--- src/rtl/uart_pkg.sv ---
// Shared UART definitions: receiver FSM encoding and divisor floor.
// Used by the receive engine, register block and transmitter.
package uart_pkg;

  typedef enum logic [1:0] {
    IDLE  = 2'd0,
    START = 2'd1,
    DATA  = 2'd2,
    STOP  = 2'd3
  } rx_state_t;

  localparam int UART_MIN_DIV = 4;

  function automatic logic [15:0] eff_div(
    input logic [15:0] d,
    input logic [15:0] m
  );
    return (d < m) ? m : d;
  endfunction

endpackage

--- src/rtl/uart_rx_fifo.sv ---
// Receive byte FIFO, show-ahead read, distributed RAM storage.
// Push while full is accepted only when a pop frees the slot.
module uart_rx_fifo #(
  parameter int DEPTH = 8,
  localparam int AW = $clog2(DEPTH),
  localparam int LW = $clog2(DEPTH) + 1
) (
  input  logic          clk,
  input  logic          resetn,
  input  logic [7:0]    wdata,
  input  logic          push,
  input  logic          pop,
  output logic [7:0]    rdata,
  output logic [LW-1:0] level,
  output logic          full,
  output logic          empty
);

  logic [7:0]    mem [DEPTH];
  logic [AW-1:0] wptr;
  logic [AW-1:0] rptr;
  logic          push_ok;
  logic          pop_ok;

  assign full    = (level == LW'(DEPTH));
  assign empty   = (level == '0);
  assign pop_ok  = pop && !empty;
  assign push_ok = push && (!full || pop_ok);
  assign rdata   = empty ? 8'h00 : mem[rptr];

  // storage write, no reset on the RAM itself
  always_ff @(posedge clk) begin
    if (push_ok) mem[wptr] <= wdata;
  end

  // pointers wrap naturally at DEPTH; level tracks occupancy
  always_ff @(posedge clk) begin
    if (!resetn) begin
      wptr  <= '0;
      rptr  <= '0;
      level <= '0;
    end else begin
      if (push_ok) wptr <= wptr + AW'(1);
      if (pop_ok)  rptr <= rptr + AW'(1);
      if (push_ok && !pop_ok)      level <= level + LW'(1);
      else if (pop_ok && !push_ok) level <= level - LW'(1);
    end
  end

endmodule

--- src/rtl/uart_rx_engine.sv ---
// UART 8N1 receiver: synchronizer, bit-timing FSM, byte FIFO
// and sticky frame/overrun error flags.
module uart_rx_engine
  import uart_pkg::*;
#(
  parameter int DEPTH   = 8,
  parameter int MIN_DIV = UART_MIN_DIV,
  localparam int LW     = $clog2(DEPTH) + 1
) (
  input  logic          clk,
  input  logic          resetn,
  input  logic          rx_en,
  input  logic [15:0]   clk_div,
  input  logic          uart_rx,
  output logic [7:0]    rx_data,
  output logic          rx_valid,
  input  logic          rx_ready,
  output logic [LW-1:0] rx_level,
  output logic          frame_err,
  output logic          overrun,
  input  logic          err_clr
);

  rx_state_t   state, state_n;
  logic [15:0] cnt, cnt_n;
  logic [15:0] div_q, div_n;
  logic [2:0]  bitcnt, bit_n;
  logic [7:0]  shreg, sh_n;
  logic        s1, s2, rxs, rxs_d;
  logic        push, ferr_set;
  logic        full, empty, pop;

  assign rxs = s2;
  assign pop = rx_valid && rx_ready;

  // two-flop synchronizer plus edge-detect history, idle high
  always_ff @(posedge clk) begin
    if (!resetn) begin
      s1    <= 1'b1;
      s2    <= 1'b1;
      rxs_d <= 1'b1;
    end else begin
      s1    <= uart_rx;
      s2    <= s1;
      rxs_d <= s2;
    end
  end

  // FSM and datapath registers
  always_ff @(posedge clk) begin
    if (!resetn) begin
      state  <= IDLE;
      cnt    <= '0;
      div_q  <= 16'(MIN_DIV);
      bitcnt <= '0;
      shreg  <= '0;
    end else begin
      state  <= state_n;
      cnt    <= cnt_n;
      div_q  <= div_n;
      bitcnt <= bit_n;
      shreg  <= sh_n;
    end
  end

  // bit timing: half period to mid start bit, then full periods
  always_comb begin
    state_n  = state;
    cnt_n    = cnt + 16'd1;
    div_n    = div_q;
    bit_n    = bitcnt;
    sh_n     = shreg;
    push     = 1'b0;
    ferr_set = 1'b0;
    unique case (state)
      IDLE: begin
        cnt_n = '0;
        if (rx_en && rxs_d && !rxs) begin
          state_n = START;
          div_n   = eff_div(clk_div, 16'(MIN_DIV));
        end
      end
      START: begin
        if (cnt == (div_q >> 1) - 16'd1) begin
          cnt_n   = '0;
          bit_n   = '0;
          state_n = rxs ? IDLE : DATA;
        end
      end
      DATA: begin
        if (cnt == div_q - 16'd1) begin
          cnt_n = '0;
          sh_n  = {rxs, shreg[7:1]};
          bit_n = bitcnt + 3'd1;
          if (bitcnt == 3'd7) state_n = STOP;
        end
      end
      STOP: begin
        if (cnt == div_q - 16'd1) begin
          cnt_n    = '0;
          state_n  = IDLE;
          push     = rxs;
          ferr_set = !rxs;
        end
      end
      default: state_n = IDLE;
    endcase
  end

  // sticky flags; a same-cycle set wins over err_clr
  always_ff @(posedge clk) begin
    if (!resetn) begin
      frame_err <= 1'b0;
      overrun   <= 1'b0;
    end else begin
      if (ferr_set)     frame_err <= 1'b1;
      else if (err_clr) frame_err <= 1'b0;
      if (push && full && !pop) overrun <= 1'b1;
      else if (err_clr)         overrun <= 1'b0;
    end
  end

  uart_rx_fifo #(
    .DEPTH (DEPTH)
  ) u_fifo (
    .clk    (clk),
    .resetn (resetn),
    .wdata  (shreg),
    .push   (push),
    .pop    (pop),
    .rdata  (rx_data),
    .level  (rx_level),
    .full   (full),
    .empty  (empty)
  );

  assign rx_valid = !empty;

endmodule

--- config.mk ---
export PLATFORM = sky130hd
export DESIGN_NAME = uart_rx_engine
export DESIGN_NICKNAME = d
export VERILOG_FILES = /design/src/rtl/uart_pkg.sv /design/src/rtl/uart_rx_fifo.sv /design/src/rtl/uart_rx_engine.sv
export SDC_FILE = /design/constraint.sdc
export NUM_CORES = 1
export LEC_CHECK = 0
export BUFFER_PORTS_ARGS = -buffer_cell sky130_fd_sc_hd__buf_4
export CAP_MARGIN = 20
export CORE_MARGIN = 2
export CORE_UTILIZATION = 41
export CTS_BUF_LIST = sky130_fd_sc_hd__clkbuf_8
export CTS_CLUSTER_DIAMETER = 40
export DETAILED_ROUTE_END_ITERATION = 7
export PLACE_DENSITY = 0.67
export SETUP_SLACK_MARGIN = 0.02
export SLEW_MARGIN = 0
export SYNTH_ARGS = -nofsm -noshare
export SYNTH_HDL_FRONTEND = slang
export SYNTH_SLANG_ARGS = --single-unit
--- constraint.sdc ---
create_clock -name clk -period 9.1 [get_ports clk]
set_clock_uncertainty 0.2 [all_clocks]
set_input_delay 0.91 -clock clk [delete_from_list [all_inputs] [get_ports clk]]
set_output_delay 0.91 -clock clk [all_outputs]
set_load 0.02 [all_outputs]
## Word-level counts from Yosys, hierarchy flattened

Memories as Yosys holds them, arrays and structs flattened. A register that Yosys moved wholly into a read port is not among the register bits.
Cells that the tools add are included.

- Flip-flop bits (word level): 60
- Memory bits (writable): 64
- Bits of input ports: 22
- Output and inout bits: 15
- Memories kept: 1

Memory list:

| memory | words | bits a word | rd ports | clocked after memory_dff | write ports | line | text |
|---|---|---|---|---|---|---|---|
| u_fifo.mem | 8 | 8 | 1 | 1 | 1 | uart_rx_fifo.sv:19 | `logic [7:0] mem [DEPTH];` |

- Add/sub/neg operators: 8
- Order comparisons: 1
- Eq/ne operators: 12
- Mux-type cells: 28
- Reduce and logical (&&, ||, !) cells: 27

Operators by type and width:

| cell | number |
|---|---|
| $mux 16 | 3 |
| $pmux 16 s3 | 1 |
| $eq 16x16->1 | 2 |
| $add 16x1->16 const B | 1 |
| $lt 16x3->1 const B | 1 |
| $sub 15x1->16 const B | 1 |
| $sub 16x1->16 const B | 1 |
| $mux 2 | 6 |
| $mux 3 | 4 |
| $ne 2x2->1 const B | 5 |
| $add 3x1->3 const B | 3 |
| $logic_and 1x1->1 | 9 |
| $mux 1 | 9 |
| $mux 4 | 2 |
| $mux 8 | 1 |
| $pmux 2 s4 | 1 |
| $reduce_bool 2->1 | 4 |
| $logic_not 1->1 | 6 |
| $pmux 3 s2 | 1 |
| $reduce_and 5->1 | 1 |
| $add 4x1->4 const B | 1 |
| $eq 2x2->1 const B | 2 |
| $eq 4x4->1 const B | 1 |
| $logic_not 4->1 | 1 |
| 8 further kinds | 9 |

## Logic depth before layout (Yosys ltp)

- Word-level depth: 10
- Depth in mapped cells: 17
- Depth with buffers taken out: 16

## Modules after synthesis

From an unflattened synthesis, not the netlist that was laid out.

- Cells, all modules: 579
- Area total of the unflattened synthesis: 6333.6 um2

By module, submodules not included:

| module | instances | cells an instance | area each (um2) | seq. area each (um2) |
|---|---|---|---|---|
| uart_rx_engine | 1 | 404 | 3235.6 | 1001.0 |
| uart_rx_fifo | 1 | 175 | 3098.0 | 2182.1 |

## Worst setup path after synthesis

No wires, ideal clock.

- Path type: flip-flop to flip-flop
- Start: register div_q[2]
- End: register u_fifo.level[3]
- Setup time: 0.070 ns
- Arrival time: 3.548 ns
- Setup slack: 5.282 ns
- Cell stages (with the launch flop): 18
- Buffers on the path: 1
- Clock period less this slack: 3.818 ns
- Path through: dfxtp_1 -> inv_1 -> ha_1 -> buf_2 -> nor2b_1 -> and4_1 -> and3_1 -> nor4_1 -> nand3_1 -> nor3_1 -> ha_1 -> inv_1 -> ha_1 -> a21o_1 -> a21oi_1 -> xnor2_1 -> or3_1 -> a21oi_1

- Longest elaborated chain between the ends: 8
- Elaborated cells between the ends (all ways): 10

RTL lines:

| what | line | text |
|---|---|---|
| start, declared | uart_rx_engine.sv:26 | `logic [15:0] div_q, div_n;` |
| start signal, assigned | uart_rx_engine.sv:54 | `div_q <= 16'(MIN_DIV);` |
| start signal, assigned | uart_rx_engine.sv:60 | `div_q <= div_n;` |
| $sub 16x1->16 (*) | uart_rx_engine.sv:99 | `if (cnt == div_q - 16'd1) begin` |
| $eq 16x16->1 (*) | uart_rx_engine.sv:99 |  |
| $mux 1 (*) | uart_rx_engine.sv:99 |  |
| $mux 1 (*) | uart_rx_engine.sv:75 | `unique case (state)` |
| $logic_and 1x1->1 (*) | uart_rx_fifo.sv:28 | `assign push_ok = push && (!full \|\| pop_ok);` |
| via u_fifo.push_ok | uart_rx_fifo.sv:22 | `logic push_ok;` |
| $logic_not 1->1 | uart_rx_fifo.sv:46 | `else if (pop_ok && !push_ok) level <= level - LW'(1);` |
| $logic_and 1x1->1 | uart_rx_fifo.sv:46 |  |
| $reduce_bool 2->1 (no line) | -- |  |
| end signal, assigned | uart_rx_fifo.sv:45 | `if (push_ok && !pop_ok) level <= level + LW'(1);` |
| end signal, assigned | uart_rx_fifo.sv:46 |  |
| end, declared | uart_rx_fifo.sv:14 | `output logic [LW-1:0] level,` |

The timed path passes the listed nets; every way through them passes the cells marked *.
A chain may end at the register's enable or synchronous reset.

## Final worst setup path

Same ends and word-level chain as after synthesis.

==> impl_metrics.csv <==
group,metric,value,unit
synthesis,synth_edf_count,64,
grt,grt_pass1_vias,4262,
synthesis,synth_area_per_cell,11.2,um2
synthesis,synth_cell_types,60,
synthesis,yosysMostFrequentCell,"edfxtp_1",
route,postRouteAntennaNets,0,
grt,grt_start_max_net_pins,40,
final_layout,drive_gt1_frac,0.182,
sta,setup_viol,0,
power_and_ir_drop,peakVddDrop,0.000100,V
place,placed_cells,743,
setup_path,cp-start-kind,"register",
run_status,status,"finished clean",
worst_hold_path,worstHoldStart,"s1",
place,io_buffers,36,
grt,grt_pass1_wl,21400,um
synthesis,synth_top_area_share,0.309,
synthesis,synth_area_leaders,"edfxtp_1 31%, dfxtp_1 20%, mux4_2 5.8%",
synthesis,synth_common_cells,"64 x edfxtp_1, 63 x dfxtp_1, 57 x nor2_1",
sta,report.final.slew_viol_count,0,
clock_tree,cts.path.max_buffers,2,
sta,fin_setup_tns,0,ps
synthesis,syn_area,6220,um2
setup_path,required,9260,ps
place,gp_congestion,0.871,
power_and_ir_drop,intPower,0.00100,W
clock_tree,cts_tree,"done",
setup_path,arrival,4530,ps
floorplanning,die_w,127,um
clock_tree,worstSkewPairLatency,430,ps
power_and_ir_drop,power_frac_clock,0.367,
final_layout,nFillCells,1377,
power_and_ir_drop,swShare,0.270,
synthesis,synth_cells,553,
sta,slew_headroom,0.391,
final_layout,final_cells,776,
final_layout,diodes,0,
final_layout,nets,608,
sta,rsz0062_at_grt,"no",
clock_tree,cts_setup_buffers,0,
power_and_ir_drop,p_comb_frac,0.173,
final_layout,areaGrowthSynthToFinish,12.9,%
setup_path,slowest_stage,"dfxtp_1",
floorplanning,rows,45,
grt,grt_use_total,0.171,
synthesis,synth_fp_nets,586,
clock_tree,cts_hold_buf,0,
floorplanning,die_h,127,um
power_and_ir_drop,power_switching,0.000369,W
synthesis,seq_area_frac_synth,0.512,
setup_path,crit_type,"register to register",
power_and_ir_drop,power_density,195,nW/um2
worst_hold_path,hold_path_depth,1,
sta,tightest_slew,911,ps
sta,finalCritPeriodShare,0.480,
sta,fmax,0.229,GHz
route,drc,0,
setup_path,max_stage_delay,510,ps
power_and_ir_drop,p_seq_frac,0.460,
clock_tree,cts_root_buf,"clkbuf_8",
setup_path,cp_cell_sequence,"inv_1 -> ha_1 -> nor2b_1 -> and4_1 -> and3_1 -> nor4_1 -> nand3_1 -> nor3_1 -> ha_1 -> inv_1 -> ha_1 -> a21o_1 -> a21oi_1 -> xnor2_1 -> or3_1 -> a21oi_1",
synthesis,synth-main-ff-cell,"edfxtp_1",
setup_path,cp_max_fo,9,
place,detailed_place_hpwl,9350,um
synthesis,async_reset_ff_frac,0,
clock_tree,post_cts_resized,0,
route,post_drt_wl_per_cell,17.0,um
sta,hold_viol,0,
synthesis,synth-seq-cells,127,
floorplanning,start_util,0.414,
route,viasPerCell,5.47,
clock_tree,clk_pin_slew,70,ps
floorplanning,pin_count,37,
route,drt-total-wl,13200,um
route,drt_iter0_drc,224,
setup_path,r2r-start,"div_q[2]",
route,firstDrtPassIters,5,
clock_tree,cts_max_level,4,
floorplanning,core,15000,um2
setup_path,r2r-end,"u_fifo.level[3]",
floorplanning,fp.dieArea,16200,um2
grt,grt_overflow,0,
worst_hold_path,whs_endpoint,"rxs",
worst_hold_path,hold_path.class,"register to register",
synthesis,yosysTopAreaCell,"edfxtp_1",
clock_tree,cts.sinks,127,
setup_path,crit_path_end_kind,"register",
setup_path,r2r_slack,4730,ps
sta,min_period,4370,ps
route,vias,4247,
grt,antenna_found_initial,0,
setup_path,crit_top_cell,"ha_1",
synthesis,synth_warnings,0,
setup_path,reg2regPathDepth,16,
job,drv_cap,0,
clock_tree,cts_buffers,17,
power_and_ir_drop,leakagePower,2.44,nW
[area by class of cell]
type,count,area (um2),share of cell area
sequential,127,3180,0.453
multi-input combinational,375,2820,0.401
timing repair buffer,40,320,0.0456
clock buffer,18,248,0.0353
tap,188,235,0.0335
clock inverter,14,169,0.0241
inverter,14,52.6,0.00748
[worst max-delay path: cells and delay by family, from the launching register on]
kind	cells	cell delay, ps
buf+inv	2	200
compound gates	3	490
xor+xnor	1	110
flops	1	510
fa+ha+maj	3	810
simple gates	7	2010
[cell families after synthesis]
group | Yosys count | synth area share
DFF | 127 | 0.512
xor gates and xnor gates | 59 | 0.0831
and+or+nand+nor | 203 | 0.179
adders and majority gates | 11 | 0.0233
AOI/OAI and AO/OA | 65 | 0.0728
muxes | 37 | 0.0919
buffers and inverters | 51 | 0.0384
[power by group through the flow]
stage | clock (W) | sequential (W) | combinational (W)
after CTS | 0.000513 | 0.000630 | 0.000240
after global routing | 0.000539 | 0.000633 | 0.000257
after floorplan | 0 | 0.000634 | 0.000157
final | 0.000503 | 0.000630 | 0.000236
after global placement | 0 | 0.000651 | 0.000216
after detailed placement | 0 | 0.000643 | 0.000239
[registers in the layout, summed over array words and instances, names as in the netlist, named ones only]
| signal | flops |
|---|---|
| cnt | 16 |
| u_fifo.level | 4 |
| rxs_d | 1 |
| rxs | 1 |
| s1 | 1 |
| u_fifo.wptr | 3 |
| div_q | 16 |
| frame_err | 1 |
| overrun | 1 |
| shreg | 8 |
| u_fifo.mem | 64 |
| u_fifo.rptr | 3 |
| bitcnt | 3 |
| state | 1 |
[placed cells by master (no fill, tap or decap), drive strengths merged, types with 4 or more instances in the layout]
| cell | instances |
|---|---|
| nor2 | 57 |
| clkbuf | 19 |
| nor3 | 15 |
| nand4 | 9 |
| o21ai | 6 |
| dfxtp | 63 |
| clkinv | 4 |
| nand2b | 4 |
| nand3b | 6 |
| inv | 18 |
| nand3 | 21 |
| mux2i | 20 |
| xnor2 | 32 |
| xor2 | 27 |
| mux4 | 16 |
| nor4 | 13 |
| or4 | 4 |
| buf | 39 |
| and3 | 9 |
| and4 | 5 |
| edfxtp | 64 |
| nand2 | 46 |
| nor2b | 4 |
| ha | 10 |
| a21oi | 26 |
[per-stage QoR]
stage / total power [W] / setup slack [ps] / util / cell area, um2 / hold slack [ps]
3_5_place_dp: 0.000882 / 4760 / 0.439 / 6600 / 248
4_1_cts: 0.00138 / 4740 / 0.467 / 7020 / 269
5_1_grt: 0.00143 / 4330 / 0.467 / 7020 / 287
2_1_floorplan: 0.000791 / 5280 / - / 6220 / 186
3_3_place_gp: 0.000867 / 4990 / 0.437 / 6570 / 238
6_report: 0.00137 / 4730 / 0.467 / 7020 / 269
[worst max-delay path by stage]
stage                   from               to  cells after the start  slack, ps
floorplan           div_q[2]  u_fifo.level[3]                     17       5280
global placement    div_q[2]  u_fifo.level[3]                     16       4990
detailed placement  div_q[2]  u_fifo.level[3]                     16       4760
CTS                 div_q[2]  u_fifo.level[3]                     16       4740
global route        div_q[2]  u_fifo.level[3]                     16       4330
finish              div_q[2]  u_fifo.level[3]                     16       4730
[metal layers]
layer  vias up  global-route usage  routed length [um]  share of wire
met3        21              0.0461                 513          0.039
li1       2064                   -                   -              -
met4         0              0.0730                 343          0.026
met1      2065               0.201                5670           0.43
met5         -                   0                   0              0
met2        97               0.295                6670           0.51
(Power assumes the default switching activity.)
